**src/rtl/segasys1_pkg.sv**
```systemverilog
// Shared constants and types for the Sega System 1 sprite collision block.
package segasys1_pkg;

    localparam int         COLL_ADDR_W = 10;
    localparam logic [6:0] COLL_RD_PAD = 7'b1111111;

    typedef enum logic {
        INIT_CLR,
        RUN
    } coll_state_t;

endpackage

```
**src/rtl/segasys1_pend_fifo.sv**
```systemverilog
// Small synchronous FIFO that parks sprite sets while the collision RAM
// write port is busy with a CPU clear or an earlier parked set.
module segasys1_pend_fifo #(
    parameter int WIDTH = 10,
    parameter int DEPTH = 2
) (
    input  logic             clk,
    input  logic             rst,
    input  logic             push,
    input  logic             pop,
    input  logic [WIDTH-1:0] din,
    output logic             full,
    output logic             empty,
    output logic [WIDTH-1:0] head
);

    localparam int PTR_W = (DEPTH > 1) ? $clog2(DEPTH) : 1;
    localparam int CNT_W = $clog2(DEPTH + 1);
    localparam logic [PTR_W-1:0] LAST_PTR  = PTR_W'(DEPTH - 1);
    localparam logic [CNT_W-1:0] FULL_CNT  = CNT_W'(DEPTH);

    logic [WIDTH-1:0] mem [DEPTH];
    logic [PTR_W-1:0] wr_ptr;
    logic [PTR_W-1:0] rd_ptr;
    logic [CNT_W-1:0] count;
    logic             do_push;
    logic             do_pop;

    assign full    = (count == FULL_CNT);
    assign empty   = (count == '0);
    assign head    = mem[rd_ptr];
    assign do_push = push & ~full;
    assign do_pop  = pop & ~empty;

    // Pointers and occupancy; reset flushes the queue without touching storage.
    always_ff @(posedge clk or posedge rst) begin
        if (rst) begin
            wr_ptr <= '0;
            rd_ptr <= '0;
            count  <= '0;
        end else begin
            if (do_push) begin
                wr_ptr <= (wr_ptr == LAST_PTR) ? '0 : wr_ptr + 1'b1;
            end
            if (do_pop) begin
                rd_ptr <= (rd_ptr == LAST_PTR) ? '0 : rd_ptr + 1'b1;
            end
            case ({do_push, do_pop})
                2'b10:   count <= count + 1'b1;
                2'b01:   count <= count - 1'b1;
                default: count <= count;
            endcase
        end
    end

    // Entry storage, written at the tail on an accepted push.
    always_ff @(posedge clk) begin
        if (do_push) begin
            mem[wr_ptr] <= din;
        end
    end

endmodule

```
**src/rtl/segasys1_sprcoll_ram.sv**
```systemverilog
// Collision report receiver: latches sprite-vs-sprite hits into a 1-bit RAM
// plus a sticky summary flag, both readable and clearable by the main CPU.
module segasys1_sprcoll_ram
    import segasys1_pkg::*;
#(
    parameter int ADDR_W     = COLL_ADDR_W,
    parameter int PEND_DEPTH = 2
) (
    input  logic              VCLKx4,
    input  logic              RESET,
    input  logic              sprcoll,
    input  logic [ADDR_W-1:0] sprcoll_ad,
    input  logic              cpu_cs_coll,
    input  logic              cpu_cs_sum,
    input  logic [ADDR_W-1:0] cpu_ad,
    input  logic              cpu_rd,
    input  logic              cpu_wr,
    output logic [7:0]        cpu_dout,
    output logic              busy,
    output logic              ovf
);

    localparam int                RAM_DEPTH = 2 ** ADDR_W;
    localparam logic [ADDR_W-1:0] LAST_ADDR = {ADDR_W{1'b1}};

    coll_state_t       state;
    coll_state_t       state_next;
    logic [ADDR_W-1:0] clr_cnt;
    logic              summary;
    logic              mem [RAM_DEPTH];

    logic              we;
    logic [ADDR_W-1:0] wa;
    logic              wd;
    logic              cpu_clr;
    logic              set_accept;
    logic              set_drop;

    logic              fifo_push;
    logic              fifo_pop;
    logic              fifo_full;
    logic              fifo_empty;
    logic [ADDR_W-1:0] fifo_head;

    assign cpu_clr = cpu_wr & cpu_cs_coll;
    assign busy    = (state == INIT_CLR);

    segasys1_pend_fifo #(
        .WIDTH (ADDR_W),
        .DEPTH (PEND_DEPTH)
    ) u_pend_fifo (
        .clk   (VCLKx4),
        .rst   (RESET),
        .push  (fifo_push),
        .pop   (fifo_pop),
        .din   (sprcoll_ad),
        .full  (fifo_full),
        .empty (fifo_empty),
        .head  (fifo_head)
    );

    // Next state and single write-port arbitration: CPU clear, then parked set, then direct set.
    always_comb begin
        state_next = state;
        we         = 1'b0;
        wa         = '0;
        wd         = 1'b0;
        fifo_push  = 1'b0;
        fifo_pop   = 1'b0;
        set_accept = 1'b0;
        set_drop   = 1'b0;
        case (state)
            INIT_CLR: begin
                we = 1'b1;
                wa = clr_cnt;
                wd = 1'b0;
                if (clr_cnt == LAST_ADDR) begin
                    state_next = RUN;
                end
            end
            RUN: begin
                if (cpu_clr) begin
                    we = 1'b1;
                    wa = cpu_ad;
                    wd = 1'b0;
                end else if (!fifo_empty) begin
                    we       = 1'b1;
                    wa       = fifo_head;
                    wd       = 1'b1;
                    fifo_pop = 1'b1;
                end else if (sprcoll) begin
                    we         = 1'b1;
                    wa         = sprcoll_ad;
                    wd         = 1'b1;
                    set_accept = 1'b1;
                end
                if (sprcoll && (cpu_clr || !fifo_empty)) begin
                    if (fifo_full) begin
                        set_drop = 1'b1;
                    end else begin
                        fifo_push  = 1'b1;
                        set_accept = 1'b1;
                    end
                end
            end
            default: state_next = INIT_CLR;
        endcase
    end

    // State register and post-reset sweep counter.
    always_ff @(posedge VCLKx4 or posedge RESET) begin
        if (RESET) begin
            state   <= INIT_CLR;
            clr_cnt <= '0;
        end else begin
            state <= state_next;
            if (state == INIT_CLR) begin
                clr_cnt <= clr_cnt + 1'b1;
            end
        end
    end

    // Sticky summary (a set beats a same-cycle clear) and sticky overflow flag.
    always_ff @(posedge VCLKx4 or posedge RESET) begin
        if (RESET) begin
            summary <= 1'b0;
            ovf     <= 1'b0;
        end else begin
            if (set_accept) begin
                summary <= 1'b1;
            end else if (state == RUN && cpu_wr && cpu_cs_sum) begin
                summary <= 1'b0;
            end
            if (set_drop) begin
                ovf <= 1'b1;
            end
        end
    end

    // Read data register; sampling the RAM here gives old data on a same-cycle write.
    always_ff @(posedge VCLKx4 or posedge RESET) begin
        if (RESET) begin
            cpu_dout <= 8'hFF;
        end else if (cpu_rd && (cpu_cs_coll || cpu_cs_sum)) begin
            if (state == INIT_CLR) begin
                cpu_dout <= 8'hFF;
            end else if (cpu_cs_coll) begin
                cpu_dout <= {COLL_RD_PAD, mem[cpu_ad]};
            end else begin
                cpu_dout <= {COLL_RD_PAD, summary};
            end
        end
    end

    // Collision RAM write port; contents are initialised by the sweep, not by reset.
    always_ff @(posedge VCLKx4) begin
        if (we) begin
            mem[wa] <= wd;
        end
    end

endmodule

```
**config.mk**
```make
export PLATFORM = sky130hd
export DESIGN_NAME = segasys1_sprcoll_ram
export DESIGN_NICKNAME = d
export VERILOG_FILES = /design/src/rtl/segasys1_pkg.sv /design/src/rtl/segasys1_pend_fifo.sv /design/src/rtl/segasys1_sprcoll_ram.sv
export SDC_FILE = /design/constraint.sdc
export NUM_CORES = 2
export LEC_CHECK = 0
export CORE_UTILIZATION = 50
export CTS_CLUSTER_DIAMETER = 60
export DETAILED_ROUTE_END_ITERATION = 6
export PLACE_DENSITY = 0.68
export SLEW_MARGIN = 10
export SYNTH_ARGS = -nofsm -noshare
export SYNTH_HDL_FRONTEND = slang
export SYNTH_HIERARCHICAL = 1
export SYNTH_SLANG_ARGS = --single-unit
```
**constraint.sdc**
```tcl
create_clock -name VCLKx4 -period 29.3 [get_ports VCLKx4]
set_clock_uncertainty 0.15 [all_clocks]
set_input_delay 8.79 -clock VCLKx4 [delete_from_list [all_inputs] [get_ports VCLKx4]]
set_output_delay 8.79 -clock VCLKx4 [all_outputs]
set_load 0.005 [all_outputs]
```
==> impl_metrics.py <==
metrics = {
    "logic_synthesis": {
        "ys.warnings.count": 6,
        "synth.distinct_cells": 67,
        "synth_area_um2": 46200,
        "ys_ff_latch": 1062,
        "postSynthCellCount": 3231,
        "synth_edf_count": 1044,
        "synthArstFlopShare_pct": 1.69,
        "synth_top_flop_cell": "edfxtp_1",
        "synth-seq-area-share_pct": 68.8,
        "syn_avg_cell_area_um2": 14.3,
    },
    "layout": {
        "final_util_pct": 55.6,
        "syn2layout_area_growth_pct": 10.2,
        "n_antenna_cell": 0,
        "drive_gt1_share_pct": 16.0,
        "nNetsFinal": 3162,
        "final_common_cell": "nor2_1",
        "layout_common_cells": "nor2_1, edfxtp_1, mux4_2, clkbuf_16, nand2_1",
    },
    "routing": {
        "route.antenna.remaining_nets": 0,
        "vias_per_cell": 6.33,
        "drc": 0,
        "wl_per_cell_um": 27.5,
        "wirelength_um": 122000,
        "vias": 27900,
        "drtIter0Drc": 3994,
        "first_pass_iters": 7,
    },
    "clock_network": {
        "clk_pin_slew_ps": 60,
        "cts_max_path_buffers": 3,
        "cts_buffers": 110,
        "cts_setup_buffers": 0,
        "clk_latency_ps": 670,
        "cts.sink_count": 1062,
        "clock-root-buffer": "clkbuf_16",
        "ctsHoldBuffers": 0,
        "cts_tree": "yes",
        "ctsResizeCount": 0,
        "cts_max_level": 3,
    },
    "sta": {
        "hold_slack_ps": 346,
        "fin_crit_sh_pct": 45.2,
        "totalNegativeSetupSlack_ps": 0,
        "grt_setup_unrepaired": "no",
        "finalHoldViolCount": 0,
        "layout_min_cycle_time_ps": 13230,
        "tightest_slew_ps": 1310,
        "setup_viol": 0,
        "slew-limit-headroom_pct": 12.5,
        "fmax_mhz": 75.6,
        "drv_slew": 0,
    },
    "pwr": {
        "swShare_pct": 20.2,
        "p_leak_nw": 12.7,
        "power_density_nw_per_um2": 62.1,
        "p_int_w": 0.00253,
        "power_w": 0.00317,
        "p_clk_share_pct": 45.5,
        "seq_power_share_pct": 51.9,
        "net-switching-power_w": 0.000639,
        "ir_drop_mv": 0.0485,
        "pwr-share-comb_pct": 2.6,
    },
    "worst_setup_path": {
        "critPathRequiredTime_ps": 29430,
        "cp-start-kind": "input pin",
        "crit_fanout": 143,
        "arrival_ps": 13360,
        "endpoint_kind": "register",
        "worst-setup-path-type": "input pin to register",
    },
    "global_route": {
        "track_usage_pct": 26.0,
        "met3_usage_pct": 5.61,
        "met1_usage_pct": 35.1,
        "antenna_found_initial": 3,
        "grt-ovfl-total": 0,
        "grt_busiest_layer": "met2",
        "grtUsageMet2_pct": 42.2,
        "grt_pass1_vias": 27300,
        "grt_max_degree": 147,
        "grt_pass1_wl_um": 178000,
    },
    "floorplan": {
        "io_pins": 37,
        "rows": 111,
        "initial_utilization_pct": 50.4,
        "die_x_um": 306,
        "dieArea_um2": 93700,
        "die_h_um": 306,
        "core_um2": 91700,
    },
    "placed_design": {
        "dp_hpwl_um": 66300,
        "io_buffers": 29,
        "gp_congestion": 0.816,
    },
    "job": {
        "maxCapViolCount": 0,
    },
    "run_status": {
        "outcome": "finished clean",
    },
    "worst_hold_path": {
        "worstHoldPathType": "register to register",
    },
}
-- cells by family after synthesis --
group	Yosys count	share of synthesized area, %
AND/OR/NAND/NOR	1309	11.2
multiplexers	327	13.5
AO/OA/AOI/OAI	200	3.03
XOR/XNOR	14	0.265
buffers and inverters	316	3.15
adder cells (fa/ha/maj)	2	0.0541
flip-flops	1062	68.8
other	1	0.00811
-- flip-flops by register name, indices dropped and copies added, names as in the netlist --
name	count
clr_cnt	10
cpu_dout	1
mem	1024
ovf	1
state	1
summary	1
u_pend_fifo/count	2
u_pend_fifo/mem	20
u_pend_fifo/rd_ptr	1
u_pend_fifo/wr_ptr	1
-- per-stage QoR --
step	instance area (um^2)	setup slack, ps	instances
4_1_cts	50900	15880	4412
5_1_grt	50900	15790	4414
3_5_place_dp	47200	15200	4205
6_report	50900	16070	4414
3_3_place_gp	47200	15610	4205
2_1_floorplan	46300	2670	3237
-- metal layers --
layer | routed length, um | vias up | share of wire, %
met2 | 57900 | 1568 | 48
met4 | 3970 | 2 | 3.3
li1 | - | 11700 | -
met1 | 45400 | 14400 | 37
met5 | 13 | - | 0.011
met3 | 14300 | 260 | 12
-- Yosys cell counts (4+ instances only) --
| cell | number | area (um^2) |
|---|---|---|
| a31oi_1 | 11 | 68.8 |
| inv_1 | 9 | 33.8 |
| buf_6 | 15 | 169 |
| o22ai_1 | 28 | 175 |
| a221o_1 | 4 | 40.0 |
| mux2i_1 | 71 | 711 |
| nor3b_1 | 7 | 52.6 |
| o22a_1 | 6 | 52.6 |
| o211ai_1 | 4 | 30.0 |
| edfxtp_1 | 1044 | 31400 |
| nor2_1 | 1068 | 4010 |
| nor2b_1 | 17 | 106 |
| clkbuf_1 | 185 | 694 |
| mux4_1 | 13 | 342 |
| a21oi_1 | 48 | 240 |
| o21ai_0 | 16 | 80.1 |
| buf_4 | 22 | 165 |
| mux2_2 | 24 | 270 |
| buf_2 | 30 | 150 |
| o221ai_1 | 28 | 245 |
| a211oi_1 | 6 | 45.0 |
| nand2_1 | 127 | 477 |
| nor3_1 | 19 | 95.1 |
| xor2_1 | 4 | 35.0 |
| buf_1 | 51 | 191 |
| xnor2_1 | 10 | 87.6 |
| nand4_1 | 7 | 43.8 |
| a221oi_1 | 7 | 61.3 |
| nand2b_1 | 8 | 50.1 |
| dfrtp_1 | 17 | 425 |
| nand3_1 | 27 | 135 |
| or3_1 | 4 | 25.0 |
| mux4_2 | 219 | 4930 |
| and3_1 | 7 | 43.8 |
| a22oi_1 | 15 | 113 |
-- worst paths after layout --
| path | slack, ps | startpoint | to | cells past startpoint |
|---|---|---|---|---|
| hold reg to reg | 350 | clr_cnt[4]$_DFFE_PP0N_ | clr_cnt[4]$_DFFE_PP0N_ | 1 |
| hold / removal | 350 | clr_cnt[4]$_DFFE_PP0N_ | clr_cnt[4]$_DFFE_PP0N_ | 1 |
| setup / recovery | 16070 | cpu_cs_coll | mem[879]$_DFFE_PP_ | 7 |
| min in group asynchronous | 8210 | RESET | u_pend_fifo/count[0]$_DFFE_PP0P_ | 2 |
| setup reg to reg | 23840 | state$_DFF_PP0_ | mem[879]$_DFFE_PP_ | 5 |
| max in group asynchronous | 20090 | RESET | clr_cnt[6]$_DFFE_PP0N_ | 2 |
-- power groups by stage --
stage                     Clock [W]  Sequential (W)  Combinational, W
final                       0.00144         0.00164         0.0000812
after global routing        0.00151         0.00164         0.0000844
after CTS                   0.00145         0.00164         0.0000807
after detailed placement          0         0.00167         0.0000805
after global placement            0         0.00167         0.0000802
after floorplan                   0         0.00167         0.0000540
-- cell type report --
cell class | count | area [um^2]
Timing Repair Buffer | 90 | 807
Inverter | 10 | 37.5
Tap cell | 1186 | 1480
Multi-Input combinational cell | 1859 | 13100
Clock inverter | 76 | 851
Clock buffer | 131 | 2870
Sequential cell | 1062 | 31800
Fill cell | 7118 | 40700
-- worst max-delay path, stage by stage --
cell             delay (ps)
clkdlybuf4s50_1         490
nand2_1                 210
nand2_1                 150
nor2_4                  790
buf_4                   680
buf_4                   980
buf_4                  1050
(Power assumes the default switching activity.)
